### src/rtl/uart_pkg.sv
// Shared types and widths for the UART receive controller slice.
package uart_pkg;

    typedef enum logic [2:0] {
        ST_OFF     = 3'd0,
        ST_ARM     = 3'd1,
        ST_LISTEN  = 3'd2,
        ST_RECOVER = 3'd3,
        ST_HALT    = 3'd4
    } rx_state_e;

    localparam int UART_ERR_CNT_W = 8;
    localparam int UART_DATA_W    = 8;

endpackage

### src/rtl/uart_rx_fifo.sv
// Byte FIFO with registered head (out_valid/out_data); a push into a full FIFO
// is accepted only when a pop happens in the same cycle.
module uart_rx_fifo #(
    parameter int DEPTH = 8,
    parameter int WIDTH = 8,
    parameter int LVL_W = $clog2(DEPTH) + 1
) (
    input  logic             rx_Clk,
    input  logic             rx_Rst_n,
    input  logic             push,
    input  logic [WIDTH-1:0] push_data,
    input  logic             pop,
    output logic             full,
    output logic             empty,
    output logic             out_valid,
    output logic [WIDTH-1:0] out_data,
    output logic [LVL_W-1:0] level
);

    localparam int PTR_W = $clog2(DEPTH);

    logic [WIDTH-1:0] mem [DEPTH];
    logic [PTR_W-1:0] wr_ptr;
    logic [PTR_W-1:0] rd_ptr;
    logic [PTR_W-1:0] rd_ptr_nxt;
    logic [LVL_W-1:0] level_nxt;
    logic             push_ok;

    assign full    = (level == LVL_W'(DEPTH));
    assign empty   = (level == '0);
    assign push_ok = push & (~full | pop);

    always_comb begin
        rd_ptr_nxt = rd_ptr + PTR_W'(pop);
        level_nxt  = level;
        if (push_ok && !pop) begin
            level_nxt = level + LVL_W'(1);
        end else if (pop && !push_ok) begin
            level_nxt = level - LVL_W'(1);
        end
    end

    always_ff @(posedge rx_Clk) begin
        if (push_ok) begin
            mem[wr_ptr] <= push_data;
        end
    end

    always_ff @(posedge rx_Clk or negedge rx_Rst_n) begin
        if (!rx_Rst_n) begin
            wr_ptr    <= '0;
            rd_ptr    <= '0;
            level     <= '0;
            out_valid <= 1'b0;
            out_data  <= '0;
        end else begin
            wr_ptr    <= wr_ptr + PTR_W'(push_ok);
            rd_ptr    <= rd_ptr_nxt;
            level     <= level_nxt;
            out_valid <= (level_nxt != '0);
            // When nothing stored survives this cycle the new head is the byte being written.
            if (level_nxt != '0) begin
                out_data <= (level == LVL_W'(pop)) ? push_data : mem[rd_ptr_nxt];
            end
        end
    end

endmodule

### src/rtl/uart_rx_ctrl.sv
// Sequences the UART receiver enable, buffers bytes, counts errors and halts on repeats.
// Optional idle-gap timeout pulse is built when UART_RX_CTRL_TIMEOUT_EN is defined.
module uart_rx_ctrl
    import uart_pkg::*;
#(
    parameter int FIFO_DEPTH     = 8,
    parameter int RECOVER_CYCLES = 16,
    parameter int MAX_ERRORS     = 4,
    parameter int TIMEOUT_CYCLES = 1024
) (
    input  logic                          rx_Clk,
    input  logic                          rx_Rst_n,
    input  logic                          ctrl_en,
    input  logic                          clear_halt,
    output logic                          rx_enable,
    input  logic                          rx_valid,
    input  logic                          rx_active,
    input  logic [UART_DATA_W-1:0]        rx_byte,
    input  logic                          rx_error,
    output logic                          out_valid,
    input  logic                          out_ready,
    output logic [UART_DATA_W-1:0]        out_data,
    output logic [$clog2(FIFO_DEPTH):0]   fifo_level,
    output logic                          overrun,
    output logic [UART_ERR_CNT_W-1:0]     err_count,
    output logic                          halted,
    output logic                          timeout
);

    localparam int                REC_W    = $clog2(RECOVER_CYCLES + 1);
    localparam logic [REC_W-1:0]  REC_LOAD = REC_W'(RECOVER_CYCLES - 1);

    rx_state_e                   state;
    logic [REC_W-1:0]            rec_cnt;
    logic [UART_ERR_CNT_W-1:0]   consec;
    logic                        rx_error_q;
    logic                        err_evt;
    logic                        push_req;
    logic                        fifo_pop;
    logic                        fifo_full;
    logic                        fifo_empty;

    // err_evt is the registered rising edge; a byte arriving while it is high is discarded.
    assign push_req = (state == ST_LISTEN) & ctrl_en & rx_valid & ~err_evt;
    assign fifo_pop = out_valid & out_ready;

    uart_rx_fifo #(
        .DEPTH (FIFO_DEPTH),
        .WIDTH (UART_DATA_W)
    ) u_fifo (
        .rx_Clk    (rx_Clk),
        .rx_Rst_n  (rx_Rst_n),
        .push      (push_req),
        .push_data (rx_byte),
        .pop       (fifo_pop),
        .full      (fifo_full),
        .empty     (fifo_empty),
        .out_valid (out_valid),
        .out_data  (out_data),
        .level     (fifo_level)
    );

    always_ff @(posedge rx_Clk or negedge rx_Rst_n) begin
        if (!rx_Rst_n) begin
            rx_error_q <= 1'b0;
            err_evt    <= 1'b0;
        end else begin
            rx_error_q <= rx_error;
            err_evt    <= rx_error & ~rx_error_q;
        end
    end

    always_ff @(posedge rx_Clk or negedge rx_Rst_n) begin
        if (!rx_Rst_n) begin
            state     <= ST_OFF;
            rec_cnt   <= '0;
            consec    <= '0;
            err_count <= '0;
            rx_enable <= 1'b0;
            halted    <= 1'b0;
        end else if (!ctrl_en) begin
            state     <= ST_OFF;
            rx_enable <= 1'b0;
            halted    <= 1'b0;
        end else begin
            unique case (state)
                ST_OFF: begin
                    state     <= ST_ARM;
                    rec_cnt   <= REC_LOAD;
                    consec    <= '0;
                    err_count <= '0;
                end
                ST_ARM, ST_RECOVER: begin
                    if (rec_cnt == '0) begin
                        state     <= ST_LISTEN;
                        rx_enable <= 1'b1;
                    end else begin
                        rec_cnt <= rec_cnt - REC_W'(1);
                    end
                end
                ST_LISTEN: begin
                    if (err_evt) begin
                        if (err_count != '1) begin
                            err_count <= err_count + UART_ERR_CNT_W'(1);
                        end
                        consec    <= consec + UART_ERR_CNT_W'(1);
                        rx_enable <= 1'b0;
                        if (consec == UART_ERR_CNT_W'(MAX_ERRORS - 1)) begin
                            state  <= ST_HALT;
                            halted <= 1'b1;
                        end else begin
                            state   <= ST_RECOVER;
                            rec_cnt <= REC_LOAD;
                        end
                    end else if (rx_valid) begin
                        consec <= '0;
                    end
                end
                ST_HALT: begin
                    if (clear_halt) begin
                        state   <= ST_ARM;
                        rec_cnt <= REC_LOAD;
                        consec  <= '0;
                        halted  <= 1'b0;
                    end
                end
                default: state <= ST_OFF;
            endcase
        end
    end

    always_ff @(posedge rx_Clk or negedge rx_Rst_n) begin
        if (!rx_Rst_n) begin
            overrun <= 1'b0;
        end else if (state == ST_OFF && ctrl_en) begin
            overrun <= 1'b0;
        end else if (push_req && fifo_full && !fifo_pop) begin
            overrun <= 1'b1;
        end
    end

`ifdef UART_RX_CTRL_TIMEOUT_EN
    localparam int               TO_W    = $clog2(TIMEOUT_CYCLES + 1);
    localparam logic [TO_W-1:0]  TO_LOAD = TO_W'(TIMEOUT_CYCLES - 1);

    logic [TO_W-1:0] to_cnt;
    logic            to_run;

    always_ff @(posedge rx_Clk or negedge rx_Rst_n) begin
        if (!rx_Rst_n) begin
            to_cnt  <= TO_LOAD;
            to_run  <= 1'b0;
            timeout <= 1'b0;
        end else begin
            timeout <= 1'b0;
            if (state != ST_LISTEN) begin
                to_cnt <= TO_LOAD;
            end else if (push_req) begin
                to_cnt <= TO_LOAD;
                to_run <= 1'b1;
            end else if (to_run && !fifo_empty && !rx_active) begin
                if (to_cnt == '0) begin
                    timeout <= 1'b1;
                    to_run  <= 1'b0;
                    to_cnt  <= TO_LOAD;
                end else begin
                    to_cnt <= to_cnt - TO_W'(1);
                end
            end
        end
    end
`else
    logic unused_timeout;
    assign unused_timeout = rx_active ^ fifo_empty ^ (TIMEOUT_CYCLES > 0);
    assign timeout        = 1'b0;
`endif

endmodule

### config.mk
export PLATFORM = sky130hd
export DESIGN_NAME = uart_rx_ctrl
export DESIGN_NICKNAME = d
export VERILOG_FILES = /design/src/rtl/uart_pkg.sv /design/src/rtl/uart_rx_fifo.sv /design/src/rtl/uart_rx_ctrl.sv
export SDC_FILE = /design/constraint.sdc
export NUM_CORES = 1
export LEC_CHECK = 0
export ABC_AREA = 1
export CAP_MARGIN = 20
export CELL_PAD_IN_SITES_DETAIL_PLACEMENT = 2
export CELL_PAD_IN_SITES_GLOBAL_PLACEMENT = 2
export CORE_ASPECT_RATIO = 1.1
export CORE_MARGIN = 10
export CORE_UTILIZATION = 36
export DETAILED_ROUTE_END_ITERATION = 12
export DONT_BUFFER_PORTS = 1
export PLACE_DENSITY_LB_ADDON = 0.1
export SLEW_MARGIN = 25
export SYNTH_ARGS = -nofsm -noshare
export SYNTH_HDL_FRONTEND = slang
export SYNTH_HIERARCHICAL = 1
export SYNTH_SLANG_ARGS = --single-unit
export TNS_END_PERCENT = 100
### constraint.sdc
create_clock -name rx_Clk -period 2.3 [get_ports rx_Clk]
set_clock_uncertainty 0.05 [all_clocks]
set_input_delay 0.23 -clock rx_Clk [delete_from_list [all_inputs] [get_ports rx_Clk]]
set_output_delay 0.23 -clock rx_Clk [all_outputs]
set_load 0.1 [all_outputs]
---- Word-level counts from Yosys, hierarchy flattened ----
Memories as Yosys holds them, arrays and structs flattened.
Cells that the tools add are included.
W data, S select, Z words.
storage, ports and cells
  memories kept ........................... 1
  bits in registers ....................... 48
  bits of input ports ..................... 16
  output and inout port bits .............. 25
  logic and storage cells ................. 107
  memory bits (writable) .................. 64
cells by class
  equality and inequality tests ........... 20
  reductions and logical operators ........ 21
  $add $sub $neg .......................... 7
  bitwise gates (word level) .............. 10
  muxes and demuxes ....................... 34
memories
  memory      depth  width  read ports  clocked after memory_dff  wr ports  line                source
  u_fifo.mem  8      8      1           0                         1         uart_rx_fifo.sv:22  logic [WIDTH-1:0] mem [DEPTH];
operators with widths
  operator               number
  $mux W8                6
  $pmux W8 S3            1
  $mux W5                4
  $pmux W5 S4            1
  $add A8 B1 Y8 const B  2
  $pmux W8 S2            1
  $mux W3                5
  $ne A3 B3 Y1 const B   4
  $pmux W3 S4            1
  $reduce_and A4 Y1      3
  $mux W1                11
  $eq A8 B2 Y1 const B   1
  $mux W4                2
  $ne A2 B2 Y1 const B   4
  $ne A8 B8 Y1 const B   1
  $reduce_bool A4 Y1     2
  $add A3 B1 Y3          2
  $and A1 B1 Y1          6
  $eq A3 B2 Y1 const B   2
  $ne A3 B1 Y1 const B   2
  $reduce_and A3 Y1      2
  $reduce_and A6 Y1      1
  $logic_and A1 B1 Y1    5
  $logic_not A5 Y1       1
  other kinds (17)       22

---- Depth between registers and ports, before layout ----
Gate-level depths: netlist (run 1).
  depth after elaboration ................. 10
  depth in mapped cells ................... 15
  mapped depth without buffers ............ 15

---- Hierarchy ----
Netlist (run 1), hierarchy kept.
by module, submodules not included
  module        cells an instance  area each (um^2)  instances
  uart_rx_fifo  335                3631.0            1
  uart_rx_ctrl  254                1796.7            1

---- Worst setup path after synthesis (run 1) ----
OpenSTA, ideal clock, no wires.
  kind .................................... register to register
  start ................................... register u_fifo.level[0]
  end ..................................... memory u_fifo.mem[0][0], enable pin
  required time ........................... 1880 ps
  arrival time ............................ 2361 ps
  setup slack ............................. -482 ps
  buffers on the path ..................... 0
  cell stages (with the launch flop) ...... 8
  cell sequence ........................... dfrtp_1 inv_1 ha_1 nand3_4 inv_1 a21oi_1 nand2_1 nor2_1
between the ends
  cells in the longest elaborated chain, start to end .. 6
ends and longest elaborated chain
  what                           line                source
  start, declared                uart_rx_fifo.sv:17  output logic [LVL_W-1:0] level
  start signal, assigned         uart_rx_fifo.sv:59  level <= level_nxt;
  $eq A4 B4 Y1                   uart_rx_fifo.sv:29  assign full = (level == LVL_W'(DEPTH));
  named net fifo_full            uart_rx_ctrl.sv:40  logic fifo_full;
  $not A1 Y1                     uart_rx_fifo.sv:31  assign push_ok = push & (~full | pop);
  $or A1 B1 Y1                   uart_rx_fifo.sv:31
  $and A1 B1 Y1                  uart_rx_fifo.sv:31
  $mux W1                        uart_rx_fifo.sv:44  if (push_ok) begin
  $mux W1 (not written as such)  uart_rx_fifo.sv:45  mem[wr_ptr] <= push_data;
  end, declared                  uart_rx_fifo.sv:22
The timed path passes the listed nets, and every way through them passes these cells.

---- Worst setup path after layout (run 1) ----
  start ................................... register u_fifo.out_valid
  end ..................................... register u_fifo.out_data[1]
between the ends
  elaborated cells on any way between the ends .. 14
  those cells by class .................... 1 x add/sub; 1 x eq/ne; 3 x mux; 3 x bitwise; 5 x reduce/logical; 1 x memory
RTL lines
  what                            line                source
  start, declared                 uart_rx_fifo.sv:15  output logic out_valid,
  start signal, assigned          uart_rx_fifo.sv:60  out_valid <= (level_nxt != '0);
  $and A1 B1 Y1                   uart_rx_ctrl.sv:45  assign fifo_pop = out_valid & out_ready;
  named net fifo_pop              uart_rx_ctrl.sv:39  logic fifo_pop;
  $add A3 B1 Y3                   uart_rx_fifo.sv:34  rd_ptr_nxt = rd_ptr + PTR_W'(pop);
  named net u_fifo.rd_ptr_nxt[2]  uart_rx_fifo.sv:25  logic [PTR_W-1:0] rd_ptr_nxt;
  $mem_v2 Z8 W8                   --
  $mux W8                         uart_rx_fifo.sv:63  out_data <= (level == LVL_W'(pop)) ? push_data : mem[rd_ptr_nxt];
  end signal, assigned            uart_rx_fifo.sv:63
  end, declared                   uart_rx_fifo.sv:16  output logic [WIDTH-1:0] out_data,
The timed path passes the listed nets, and every way through them passes these cells.
A chain may end at the register's enable or synchronous reset.

==> summary.md, run 1 <==
| Metric | Value |
|---|---|
| Number of H-tree levels | `3` |
| Post-synthesis net count | `slightly above 600` |
| Critical-path maximum fanout | `9` |
| Via total after detailed routing | `about 4300` |
| Maximum resistive drop on vdd | `718 uV` |
| Placed Instances | `812` |
| Cells on Worst Hold Path | `2` |
| Synthesized area | `about 0.0054 mm^2` |
| Status | `finished clean` |
| Hold Crit Class | `input port to flip-flop` |
| Global-route wire length before repair | `between 20 and 30 mm` |
| Critical Path Source Type | `flip-flop` |
| Clock insertion delay at the later pin of the skew report | `~0.35 ns` |
| Portion of the clock cycle consumed by the worst path in the final layout | `0.963` |
| Number of pins with negative max-slew slack in the final report | `0` |
| Cell family contributing the most delay on the critical path | `buffers and inverters` |
| Syn_area_per_cell | `about 9.2 um^2` |
| Number of hold-slack violations in the final timing report | `0` |
| Via density per instance | `between 5 and 6` |
| Final core utilization | `0.447` |
| Maximum number of pins on one net before global-route repair | `between 40 and 50` |
| Remaining routing DRC violations | `0` |
| Critical path class | `flip-flop to flip-flop` |
| Synthesis-to-finish area growth | `20.5%` |
| Clock Sink Count | `112` |
| Finished layout cell area | `~0.0065 mm^2` |
| Power Density | `about 1400 mW/mm^2` |
| Dpl hpwl | `between 10 and 15 mm` |
| Horizontal die dimension | `137 um` |
| Worst r2r src | `u_fifo/out_valid$_DFF_PN0_` |
| RePlAce Congestion | `0.776` |
| Global Route Usage Sum | `0.162` |
| Count of cell instances traversed by the critical path | `12` |
| Leakage power figure | `about 3 nW` |
| Clock tree from TritonCTS | `done` |
| Final Total Pwr | `8.96 mW` |
| Flop2flop setup slack | `0.09 ns` |
| Reg2Reg Depth | `12` |
| Min Hold Slack | `between 0.04 and 0.05 ns` |
| Hold_sp | `ctrl_en` |
| Count of final setup violators | `0` |
| Cell mode on critical path | `sky130_fd_sc_hd__nand2_1` |
| Yosys warns | `6` |
| Hold Path End | `state[2]$_DFFE_PN0P_` |
| Total overflow reported by the global router | `0` |
| Fraction of layout cells with a size suffix above 1 | `0.199` |
| Placed cell area | `~0.0060 mm^2` |
| CP max stage delay | `0.47 ns` |
| Max Root-Sink Buffers | `2` |
| Arrival time reported for the critical path endpoint | `2.45 ns` |
| Critical Path, Cell by Cell | `nand2_1 > inv_1 > ha_4 > ha_4 > xnor2_4 > clkinvlp_4 > buf_4 > nand3_1 > nand3_1 > nand2_1 > nand2_2 > nand2_1` |
| Starting density of the core | `0.371` |
| Post-Syn Instances | `587` |
| Clock transition at the registers of the reported paths | `0.07 ns` |
| Number of port buffers | `0` |
| Total wire length after detailed routing | `approximately 16 mm` |
| Via count of the first global-routing pass | `around 4800` |
| Root Buffer | `sky130_fd_sc_hd__clkbuf_16` |
| Top-level I/O count | `41` |
| Final Non-Filler Cells | `roughly 850` |
| Number of clock buffers inserted by TritonCTS | `9` |
| Setup crit end kind | `flip-flop` |
| Per-cell routed wire length | `~19 um` |
| Core area | `0.0146 mm^2` |
| Number of standard-cell rows in the floorplan | `46` |
| Endpoint of the worst register-to-register path | `u_fifo/out_data[1]$_DFFE_PN0P_` |
| Total of max-cap violations | `0` |
| Data required, critical path | `2.54 ns` |
| Final-stage net count | `679` |
| Antenna Violating Nets Remaining | `0` |
| Detailed-router iteration count before antenna repair | `4` |
| CP max stage cell | `sky130_fd_sc_hd__dfrtp_4` |
| Time the worst path needs with I/O delays and setup | `2.21 ns` |
| Number of DRC violations after detailed-routing iteration 0 | `approximately 190` |
| Number of antenna cells inserted | `0` |
| Area enclosed by the die boundary | `just over 0.02 mm^2` |
| Die span in y | `approximately 150 um` |
| Number of antenna violations at the first check in global routing | `0` |
| Buffers and inverters on the worst path | `3` |
| Highest Clock Rate | `approximately 450 MHz` |
-- layer usage --
metal / global-route usage / share of wire
met1: 0.178 / 0.41
met2: 0.309 / 0.56
met3: 0.0199 / 0.017
met4: 0.0506 / 0.013
met5: 0 / 0
-- cells in the final DEF, fill, tap and decap left out, drive strengths merged, types with 10 or more instances in the layout --
cell type / n
nand2: 149
dfrtp: 48
inv: 69
nand4: 10
o21ai: 49
dlygate4sd3: 11
a21oi: 10
nand3: 63
clkbuf: 10
edfxtp: 64
nor2: 87
buf: 58
-- cell type report --
| type | count | area, um^2 |
|---|---|---|
| fillers | 1608 | 8090 |
| flip-flops and latches | 112 | 3140 |
| multi-input cells | 393 | 2000 |
| repair buffers | 69 | 598 |
| inverters | 69 | 265 |
| well taps | 192 | 240 |
| clock buffers | 10 | 229 |
| clock inverters | 6 | 58.8 |
-- worst max path at each step --
stage / slack [ns] / to / from
2_1_floorplan: -0.01 / u_fifo/mem[0][0]$_DFFE_PP_ / u_fifo/level[0]$_DFF_PN0_
3_3_place_gp: 0.07 / u_fifo/out_data[6]$_DFFE_PN0P_ / u_fifo/out_valid$_DFF_PN0_
3_5_place_dp: -0.08 / u_fifo/out_data[3]$_DFFE_PN0P_ / u_fifo/out_valid$_DFF_PN0_
4_1_cts: 0.01 / u_fifo/out_data[6]$_DFFE_PN0P_ / u_fifo/out_valid$_DFF_PN0_
5_1_grt: -0.05 / u_fifo/out_data[3]$_DFFE_PN0P_ / state[0]$_DFFE_PN0P_
6_report: 0.09 / u_fifo/out_data[1]$_DFFE_PN0P_ / u_fifo/out_valid$_DFF_PN0_
-- flip-flops by register name, summed over array words and instances, names as in the netlist --
signal / cells
u_fifo/out_data: 8
rx_enable: 1
err_count: 8
halted: 1
u_fifo/rd_ptr: 3
rx_error_q: 1
rec_cnt: 5
u_fifo/level: 4
overrun: 1
u_fifo/wr_ptr: 3
consec: 8
u_fifo/mem: 64
state: 3
err_evt: 1
u_fifo/out_valid: 1
-- power by group --
| part | total [mW] | internal (mW) | switching [mW] |
|---|---|---|---|
| clock network | 1.57 | 0.843 | 0.731 |
| registers | 2.57 | 2.40 | 0.171 |
| logic | 4.82 | 1.50 | 3.32 |
| total | 8.96 | 4.74 | 4.22 |
-- stage by stage --
step	setup slack [ns]	TNS, ns
after global placement	0.0721	0
final	0.0853	0
after detailed placement	-0.0813	-0.278
after CTS	0.0145	0
after global routing	-0.0522	-0.0558
after floorplan	-0.0128	-0.816
-- timing repair --
item                                    in CTS  in global routing
hold buffers                                12                  0
endpoints found under the hold margin      117                  0
endpoints found under the setup margin      31                 64
pin swaps                                    0                  5
buffers inserted                             0                 11
resized for setup                            6                  7
(Power assumes the default switching activity.)
==> run 2: changes to the inputs <==
CAP_MARGIN = not set   (was 20)
==> results of run 2 <==
Final layout, timing and power as in run 1 (identical DEF).
==> run 3: changes to the inputs <==
CORE_UTILIZATION = 37   (was 36)
SYNTH_HIERARCHICAL = not set   (was 1)
==> run 3 against run 2 <==
Compared with the run above: critical path depth down 1; first-iteration DRC count fell by 20%; design area shrank 4.4%; count of clock-buffer cells in the layout shrank 1; critical path type unchanged; synthesized area decreased by 5.3%; power is 5.5% lower; highest routed layer unchanged; flip-flop and latch count is the same; die area decreased by 6.8%; cell count is 12% lower; global-route usage decreased by 0.25 points.
==> summary.md, run 3 <==
| Metric | Value |
|---|---|
| Status | `finished clean` |
| Antenna Violating Nets Remaining | `0 (unchanged)` |
| Clock tree from TritonCTS | `done` |
| Number of antenna violations at the first check in global routing | `0 (unchanged)` |
| Combinational share of power | `0.508 (-0.029)` |
| Register cell area after layout | `0.00314 mm^2 (about the same)` |
| Final sum of negative setup slack | `0 ns (unchanged)` |
| Fraction of layout cells with a size suffix above 1 | `0.202 (+0.00300)` |
| Remaining routing DRC violations | `0 (unchanged)` |
| Max Root-Sink Buffers | `2 (unchanged)` |
| Maximum resistive drop on vdd | `497 uV (-31%)` |
| Critical-path maximum fanout | `9 (unchanged)` |
| Placed Instances | `720 (-11%)` |
| Worst r2r src | `u_fifo.out_valid$_DFF_PN0_` |
| Power Density | `1360 mW/mm^2 (-1.1%)` |
| Total of max-cap violations | `0 (unchanged)` |
| Total wire length after detailed routing | `14.5 mm (-9.9%)` |
| Most area-consuming cells after synthesis | `sky130_fd_sc_hd__edfxtp_1 37%, sky130_fd_sc_hd__dfrtp_1 23%, sky130_fd_sc_hd__nand2_1 5.0%` |
| Main synth FF type | `sky130_fd_sc_hd__edfxtp_1` |
| Via total after detailed routing | `3849 (-9.7%)` |
| Flip-flop and latch count after synthesis | `roughly 110` |
| Starting density of the core | `0.375 (+0.00445)` |
| Post-synthesis cell type with the largest combined area | `sky130_fd_sc_hd__edfxtp_1` |
| Horizontal die dimension | `132 um (-3.4%)` |
| Metal1 wirelength | `5.58 mm (-16%)` |
| Area enclosed by the die boundary | `0.0190 mm^2 (-6.8%)` |
| Number of port buffers | `0 (unchanged)` |
| Endpoint of the worst register-to-register path | `u_fifo.out_data[6]$_DFFE_PN0P_` |
| RePlAce Congestion | `0.773 (-0.41%)` |
| Dpl ws | `0.106 ns (+0.187 ns)` |
| Clock Sink Count | `112 (unchanged)` |
| Number of filler cells placed in the layout | `1467 (-8.8%)` |
| Post-synthesis simple-gate area fraction | `0.203` |
| Worst setup path start | `u_fifo.out_valid$_DFF_PN0_` |
| Area taken by multi-input logic gates | `0.00186 mm^2 (-7.0%)` |
| Max reg flops | `64 (unchanged)` |
| Critical Path Source Type | `flip-flop` |
| Main combinational cell family by area after synthesis | `simple AND/OR/NAND/NOR gates` |
| Clock transition at the registers of the reported paths | `0.07 ns (about the same)` |
| Top-level I/O count | `41 (unchanged)` |
| Compound-cell area share of the yosys netlist | `0.0997` |
| Reg2Reg Depth | `11 (-1)` |
| Global-route wire length before repair | `23.6 mm (-8.4%)` |
| Root Buffer | `sky130_fd_sc_hd__clkbuf_16` |
| Fraction of synthesized cell area taken by the top area cell type | `0.374` |
| Global Route Usage Sum | `0.159 (-0.00247)` |
| Dpl hpwl | `10.0 mm (-12%)` |
| Unrepaired setup endpoints after global routing | `false` |
| Register ranked first by flip-flop count | `u_fifo.mem` |
| Via count of the first global-routing pass | `4285 (-11%)` |
| Critical path class | `flip-flop to flip-flop` |
| End of the critical path | `u_fifo.out_data[6]$_DFFE_PN0P_` |
| Time the worst path needs with I/O delays and setup | `2.22 ns (+0.000751 ns)` |
| Top layer reached by signal wires | `met4` |
| Number of standard-cell rows in the floorplan | `45 (-2.2%)` |
| Sequential share of power | `0.299 (+0.012)` |
| Switching portion of total power | `0.460 (-0.0110)` |
| Number of hold-slack violations in the final timing report | `0 (unchanged)` |
| Final-stage net count | `582 (-14%)` |
| Synth unique cells | `40` |
| Leakage power figure | `2.51 nW (-14%)` |
| Portion of the clock cycle consumed by the worst path in the final layout | `0.963 (about the same)` |
| Number of pins with negative max-slew slack in the final report | `0 (unchanged)` |
| Final core utilization | `0.456 (+0.00957)` |
| Post-Syn Instances | `496 (-16%)` |
| Detailed-router iteration count before antenna repair | `4 (unchanged)` |
| EDFF count, synth | `64` |
| Total overflow reported by the global router | `0 (unchanged)` |
| Highest Clock Rate | `451 MHz (about the same)` |
| Most frequent cell after synthesis | `sky130_fd_sc_hd__nand2_1` |
| Sequential share of the synthesized area | `0.608` |
| Synthesized area | `0.00513 mm^2 (-5.3%)` |
| Hold Crit Class | `input port to flip-flop` |
| Mux cell area share after synthesis | `0` |
| Yosys warns | `0 (-6)` |
| Number of clock buffers inserted by TritonCTS | `9 (unchanged)` |
| Number of DRC violations after detailed-routing iteration 0 | `153 (-20%)` |
| Syn_area_per_cell | `10.4 um^2 (+12%)` |
| Setup crit end kind | `flip-flop` |
| Min Hold Slack | `0.110 ns (+0.0618 ns)` |
| Core area | `0.0137 mm^2 (-6.4%)` |
| Synth async-reset ratio | `0.429` |
| Setup WS post-layout | `0.0845 ns (-0.000751 ns)` |
| Via density per instance | `5.15 (+2.7%)` |
| Post-synthesis net count | `523 (-15%)` |
| Switching pwr | `3.90 mW (-7.7%)` |
| Routed length on met2 | `8.16 mm (-8.9%)` |
| Met3 routed WL | `397 um (+49%)` |
| Xor/xnor cell area share of the yosys netlist | `0.0185` |
| Synthesis-to-finish area growth | `21.6%` |
| Number of H-tree levels | `3 (unchanged)` |
| Clock insertion delay at the later pin of the skew report | `0.36 ns (about the same)` |
| Number of antenna cells inserted | `0 (unchanged)` |
| Final Non-Filler Cells | `748 (-12%)` |
| Arrival time reported for the critical path endpoint | `2.46 ns (about the same)` |
| Commonest cells after routing, fill and taps aside | `67 x sky130_fd_sc_hd__nand2_1, 65 x sky130_fd_sc_hd__nor2_1, 64 x sky130_fd_sc_hd__edfxtp_1` |
| Most instantiated cells after synthesis | `68 x sky130_fd_sc_hd__nand2_1, 65 x sky130_fd_sc_hd__nor2_1, 64 x sky130_fd_sc_hd__edfxtp_1, 48 x sky130_fd_sc_hd__dfrtp_1, 42 x sky130_fd_sc_hd__o21ai_0` |
| P_int | `4.58 mW (-3.5%)` |
| Clock network power share | `0.193 (+0.017)` |
| Adder-Cell Fraction of Synth Area | `0.0268` |
| Data required, critical path | `2.54 ns (about the same)` |
| Count of final setup violators | `0 (unchanged)` |
| Maximum number of pins on one net before global-route repair | `49 (unchanged)` |
| Die span in y | `144 um (-3.5%)` |
| Most common cell after layout, fill and taps aside | `sky130_fd_sc_hd__nand2_1` |
| Per-cell routed wire length | `19.3 um (+2.5%)` |
| Flop2flop setup slack | `0.08 ns (about the same)` |
run 3: cell types whose count changed in the layout (fill, tap and decap cells not counted), sizes merged, moves of 7 or more:
cell   previous run  this run
a31oi             0         8
buf              58        49
inv              69        45
nand2           149        83
nand3            63        33
nor2             87        71
nor3              0        15
o21ai            49        42
o22ai             0        16
run 3: what timing repair did:
| item | 4_1_cts | 5_1_grt |
|---|---|---|
| resized for setup | 0 | 5 |
| buffers inserted | 0 | 0 |
| hold buffers | 12 | 0 |
| hold endpoints to repair | 115 | 0 |
| setup endpoints to repair | 0 | 2 |
run 3: how the worst min path moves through the flow:
stage,startpoint,end,slack [ns],cells past startpoint
after floorplan,rx_Rst_n,consec[0]$_DFFE_PN0P_,-0.12,0
after global placement,rx_Rst_n,u_fifo.out_data[2]$_DFFE_PN0P_,-0.11,0
after detailed placement,rx_Rst_n,u_fifo.out_data[2]$_DFFE_PN0P_,-0.11,0
after CTS,rx_byte[2],u_fifo.out_data[2]$_DFFE_PN0P_,0.10,4
after global routing,rx_byte[2],u_fifo.out_data[2]$_DFFE_PN0P_,0.13,4
final,rx_byte[2],u_fifo.out_data[2]$_DFFE_PN0P_,0.11,4
run 3: area by class of cell:
cell class                      instances  area share
Clock buffer                            9      0.0361
Inverter                               45      0.0271
Sequential cell                       112       0.502
Multi-Input combinational cell        327       0.298
Tap cell                              188      0.0377
Timing Repair Buffer                   60      0.0858
Clock inverter                          7      0.0130
run 3: cells by family (layout without fill, tap and decap cells):
kind of cell / Yosys count / after routing
AO/OA/AOI/OAI: 91 / 91
XOR/XNOR: 10 / 10
adder cells (fa/ha/maj): 11 / 11
buffers and inverters: 57 / 121
flip-flops: 112 / 112
other: 1 / 1
AND/OR/NAND/NOR: 214 / 214
run 3: critical path, stage by stage, from the launching register on:
cell,delay (ns)
sky130_fd_sc_hd__dfrtp_4,0.49
sky130_fd_sc_hd__nand2_4,0.07
sky130_fd_sc_hd__inv_2,0.04
sky130_fd_sc_hd__ha_1,0.20
sky130_fd_sc_hd__ha_4,0.30
sky130_fd_sc_hd__buf_4,0.16
sky130_fd_sc_hd__o21ai_0,0.11
sky130_fd_sc_hd__o22ai_1,0.26
sky130_fd_sc_hd__o21ai_0,0.14
sky130_fd_sc_hd__a21oi_1,0.21
sky130_fd_sc_hd__nand2_2,0.07
sky130_fd_sc_hd__nand2_1,0.06
run 3: power groups by stage:
stage | logic [mW] | registers (mW) | clock network (mW)
2_1_floorplan | 1.93 | 3.49 | 0
3_3_place_gp | 4.10 | 2.56 | 0
3_5_place_dp | 4.25 | 2.58 | 0
4_1_cts | 4.34 | 2.54 | 1.68
5_1_grt | 4.70 | 2.57 | 1.76
6_report | 4.30 | 2.53 | 1.64
run 3: per-layer routing:
metal,vias to the layer above,track usage
li1,1833,-
met1,1961,0.170
met2,37,0.305
met3,18,0.0265
met4,0,0.0649
met5,-,0
run 3: per-stage QoR:
step                cell area [um^2]  power [mW]
floorplan                       5210        5.43
global placement                5790        6.67
detailed placement              5790        6.83
CTS                             6230        8.56
global route                    6240        9.02
finish                          6240        8.47
